<file path="src/rtl/pe64_grant_decoder.sv">
// Index-to-one-hot grant decoder for the pe64 encoder: owns the pending-request
// register, expands the 6-bit winner index through a 16x4 row/column split.
module pe64_grant_decoder #(
  parameter bit CLR_ON_GRANT = 1'b1,
  parameter int CNT_W        = 16
) (
  input  logic             clk,
  input  logic             rst,
  input  logic [63:0]      set_mask,
  input  logic             clr_all,
  output logic [63:0]      pending,
  input  logic             in_valid,
  input  logic [5:0]       in_idx,
  output logic             in_ready,
  output logic             out_valid,
  input  logic             out_ready,
  output logic [63:0]      out_onehot,
  output logic [5:0]       out_idx,
  output logic             out_miss,
  output logic [CNT_W-1:0] grant_cnt
);

  logic [63:0]      pending_q, pending_d;
  logic             valid_q, valid_d;
  logic [63:0]      onehot_q, onehot_d;
  logic [5:0]       idx_q, idx_d;
  logic             miss_q, miss_d;
  logic [CNT_W-1:0] cnt_q, cnt_d;

  logic [15:0] row_oh;
  logic [3:0]  col_oh;
  logic [63:0] onehot;
  logic [63:0] grant_clr;
  logic        acc;

  always_comb begin
    row_oh = 16'b0;
    col_oh = 4'b0;
    row_oh[in_idx[5:2]] = 1'b1;
    col_oh[in_idx[1:0]] = 1'b1;
    for (int r = 0; r < 16; r++) begin
      for (int c = 0; c < 4; c++) begin
        onehot[4*r+c] = row_oh[r] & col_oh[c];
      end
    end
  end

  assign in_ready = ~valid_q | out_ready;
  assign acc      = in_valid & in_ready;

  // Set is OR-ed in after the clear so a request re-armed in the grant cycle survives.
  assign grant_clr = (acc && CLR_ON_GRANT) ? onehot : 64'b0;

  always_comb begin
    pending_d = clr_all ? set_mask : ((pending_q & ~grant_clr) | set_mask);
    valid_d   = valid_q;
    onehot_d  = onehot_q;
    idx_d     = idx_q;
    miss_d    = miss_q;
    cnt_d     = cnt_q;
    if (acc) begin
      valid_d  = 1'b1;
      onehot_d = onehot;
      idx_d    = in_idx;
      miss_d   = ~pending_q[in_idx];
      if (cnt_q != {CNT_W{1'b1}}) cnt_d = cnt_q + 1'b1;
    end else if (out_ready && valid_q) begin
      valid_d = 1'b0;
    end
  end

  always_ff @(posedge clk) begin
    if (rst) begin
      pending_q <= 64'b0;
      valid_q   <= 1'b0;
      onehot_q  <= 64'b0;
      idx_q     <= 6'b0;
      miss_q    <= 1'b0;
      cnt_q     <= '0;
    end else begin
      pending_q <= pending_d;
      valid_q   <= valid_d;
      onehot_q  <= onehot_d;
      idx_q     <= idx_d;
      miss_q    <= miss_d;
      cnt_q     <= cnt_d;
    end
  end

  assign pending    = pending_q;
  assign out_valid  = valid_q;
  assign out_onehot = onehot_q;
  assign out_idx    = idx_q;
  assign out_miss   = miss_q;
  assign grant_cnt  = cnt_q;

endmodule

</file>
<file path="config.mk">
export PLATFORM = sky130hd
export DESIGN_NAME = pe64_grant_decoder
export DESIGN_NICKNAME = d
export VERILOG_FILES = /design/src/rtl/pe64_grant_decoder.sv
export SDC_FILE = /design/constraint.sdc
export NUM_CORES = 1
export LEC_CHECK = 0
export ABC_AREA = 1
export CAP_MARGIN = 20
export CORE_ASPECT_RATIO = 1.1
export CORE_UTILIZATION = 49
export CTS_BUF_LIST = sky130_fd_sc_hd__clkbuf_8
export DETAILED_ROUTE_END_ITERATION = 8
export GPL_TIMING_DRIVEN = 0
export PLACE_DENSITY = 0.9
export SLEW_MARGIN = 10
export SYNTH_ARGS = -nofsm -noshare
export SYNTH_HDL_FRONTEND = slang
export SYNTH_SLANG_ARGS = --single-unit
</file>
<file path="constraint.sdc">
create_clock -name clk -period 2.95 [get_ports clk]
set_clock_uncertainty 0.2 [all_clocks]
set_input_delay 0.59 -clock clk [delete_from_list [all_inputs] [get_ports clk]]
set_output_delay 0.59 -clock clk [all_outputs]
set_load 0.02 [all_outputs]
</file>
==> results_dict.tcl <==
set metrics [dict create \
    cts-resized-gates 0 \
    cp_cell_sequence "clkdlybuf4s50_1 -> inv_1 -> nand2_2 -> clkdlybuf4s50_1" \
    p_leak_nw 3.540 \
    cp_num_buf_inv 3 \
    yosysTopAreaCellShare 0.4900 \
    antenna_found_initial 0 \
    synth_warnings 0 \
    num_rows 42 \
    cp_top_family "buffers and inverters" \
    grt_max_degree 17 \
    ys_top_cells_by_area "dfxtp_1 (49%), nand2_1 (15%), nor2_1 (7.8%)" \
    clock_latency_ns 0.44 \
    avgSynthCellArea_sq_um 7.121 \
    setup_violations 0 \
    mappedNetlistNets 948 \
    powerDensity_nw_per_um2 499.8 \
    final_cell_count_no_fill 1284 \
    layout.nets 1193 \
    seq_area_frac_synth 0.4900 \
    place_congestion 0.9366 \
    diodes 0 \
    setup_tns_ns 0 \
    fin_util 0.7440 \
    hold_path.class "register to register" \
    ys_ff_latch 152 \
    clkSlewWorstSetupHoldPaths_ns 0.08 \
    worstPathArrival_ns 1.77 \
    initial_core_util 0.5093 \
    critical_path.most_common_cell "clkdlybuf4s50_1" \
    post-place-cells 1252 \
    post_cts_buffers 0 \
    grt-ovfl-total 0 \
    cts_hold_buf 0 \
    crit_path_start_kind "input port" \
    cts-htree-levels 4 \
    syn2layout_area_growth_pct 46.08 \
    hpwl_mm 16.54 \
    path_max_fanout 3 \
    max_freq_mhz 391.2 \
    drc 0 \
    grt_pass1_vias 6635 \
    finalCritPeriodShare 0.8665 \
    antenna_left 0 \
    syn_inst 872 \
    route.detailed.wl_per_inst_um 17.38 \
    tightest_slew_ns 0.7397 \
    hold_viol_final 0 \
    vias 7086 \
    slew_headroom 0.5068 \
    grt_pass1_wl_mm 33.72 \
    die_y_um 120.1 \
    yosysTopAreaCell "dfxtp_1" \
    grt_usage 0.3383 \
    cp-end-kind "output pin" \
    syn-cell-area_sq_um 6210 \
    portBuffers 226 \
    ys_types 29 \
    slew_violations 0 \
    ir_drop_v 0.0003541 \
    critical_path_class "input port to output pin" \
    drive_gt1_frac 0.05398 \
    fin_crit_ns 2.556 \
    cts_tree "yes" \
    slowest_delay_ns 0.61 \
    core_region_area_sq_um 12190 \
    crit_path_top_delay_cell "clkdlybuf4s50_1" \
    cts_inserted_buffers 17 \
    status "completed" \
    clockBufferDepth 2 \
    wl_mm 22.31 \
    drv_cap 0 \
    die_area_sq_um 13130 \
    firstDrtPassIters 7 \
    critical_path_required_ns 2.16 \
    fp.dieW_um 109.3 \
    rsz0062_at_grt "false" \
    cts.sinks 152 \
    routed_via_density 5.519 \
    cts_root_buf "clkbuf_8" \
    first_iter_violations 593 \
    io_pins 228 \
]
flip-flops by register name, summed over array words and instances, names as in the netlist:
| signal | count |
|---|---|
| out_miss | 1 |
| out_idx | 6 |
| out_valid | 1 |
| grant_cnt | 16 |
| pending | 64 |
| out_onehot | 64 |
cells in the mapped netlist:
| cell type | n |
|---|---|
| o21bai_1 | 3 |
| and3_1 | 1 |
| a31oi_1 | 64 |
| clkbuf_1 | 28 |
| inv_1 | 66 |
| o21a_1 | 1 |
| nand3b_1 | 1 |
| or2_2 | 1 |
| dfxtp_1 | 152 |
| nand3_2 | 1 |
| buf_2 | 11 |
| nand2_2 | 3 |
| a21oi_1 | 80 |
| nor2_4 | 1 |
| nor3_1 | 6 |
| nand2_1 | 252 |
| o21ai_1 | 4 |
| nand4_1 | 1 |
| buf_4 | 5 |
| o21ai_0 | 32 |
| nor3_2 | 2 |
| inv_2 | 3 |
| ha_1 | 1 |
| xor2_1 | 1 |
| buf_6 | 2 |
| nor3b_1 | 1 |
| nor2_1 | 129 |
| nor2_2 | 1 |
| nand3_1 | 19 |
worst register-to-register path: stages, from the launching register on:
cell and delay [ns]:
dfxtp_1 0.32, nand2_2 0.09, nand2_2 0.13, inv_2 0.14, nand2_1 0.10, nor2_2 0.25, buf_2 0.38, nand2_1 0.14
a31oi_1 0.20, nor2_1 0.07
path summary, 6_finish.rpt:
check	from	end	slack, ns	depth (start not counted)
setup / recovery	out_ready	in_ready	0.39	4
hold / removal	out_onehot[27]$_SDFFE_PP0P_	out_onehot[27]$_SDFFE_PP0P_	0.27	2
setup reg to reg	out_valid$_SDFFE_PP0P_	pending[58]$_SDFF_PP0_	0.80	9
hold reg to reg	out_onehot[27]$_SDFFE_PP0P_	out_onehot[27]$_SDFFE_PP0P_	0.27	2
layout by cell type (no fill, tap or decap), types with 2 or more instances in the layout:
master             n
inv_2              3
clkbuf_1          28
clkinv_4           4
o21bai_1           3
nor3_1             6
nand2_1          252
nor2_1           129
a31oi_1           64
nand2_2            3
o21ai_1            4
dfxtp_1          152
buf_2             11
clkdlybuf4s50_1  226
clkinvlp_4         2
inv_6              3
buf_6              2
nor3_2             2
clkbuf_8          19
a21oi_1           80
o21ai_0           32
inv_1             67
nand3_1           19
bufinv_16          2
buf_4              5
where the power goes:
part,internal (mW),switching (mW)
Combinational,0.309,0.405
Clock,0.806,0.825
Sequential,2.12,0.0653
per-stage QoR:
stage | worst slack [ns] | power, mW | hold WS (ns) | area [sq um]
finish | 0.3937 | 4.534 | 0.2674 | 9071
CTS | 0.3856 | 4.514 | 0.2698 | 9071
global route | 0.3310 | 4.682 | 0.2878 | 9071
global placement | 0.1315 | 2.923 | 0.2518 | 8665
floorplan | 1.034 | 2.569 | 0.3411 | 6210
detailed placement | 0.07944 | 2.933 | 0.2567 | 8665
cell type report:
type / count / area (sq um)
multi-input cells: 605 / 2688
inverters: 69 / 259.0
flip-flops and latches: 152 / 3043
fillers: 957 / 3120
clock inverters: 13 / 145.1
well taps: 154 / 192.7
repair buffers: 226 / 2262
clock buffers: 19 / 261.5
plain buffers: 46 / 220.2
metal layers:
metal  up-vias  wire (um)  share of wire  track usage
li1       3319          -              -            -
met3        87       2097          0.094      0.08474
met2       416      10530           0.47       0.5582
met4         0       1098          0.049       0.1792
met1      3264       8580           0.38       0.3997
met5         -          0              0            0
logic make-up after synthesis:
kind of cell | Yosys count | synth area share
buffers and inverters | 115 | 0.07717
DFF | 152 | 0.4900
xor gates and xnor gates | 1 | 0.001411
AOI/OAI and AO/OA | 184 | 0.1628
and+or+nand+nor | 419 | 0.2666
adders and majority gates | 1 | 0.002015
Note: power is estimated with default switching activity, not from simulation.
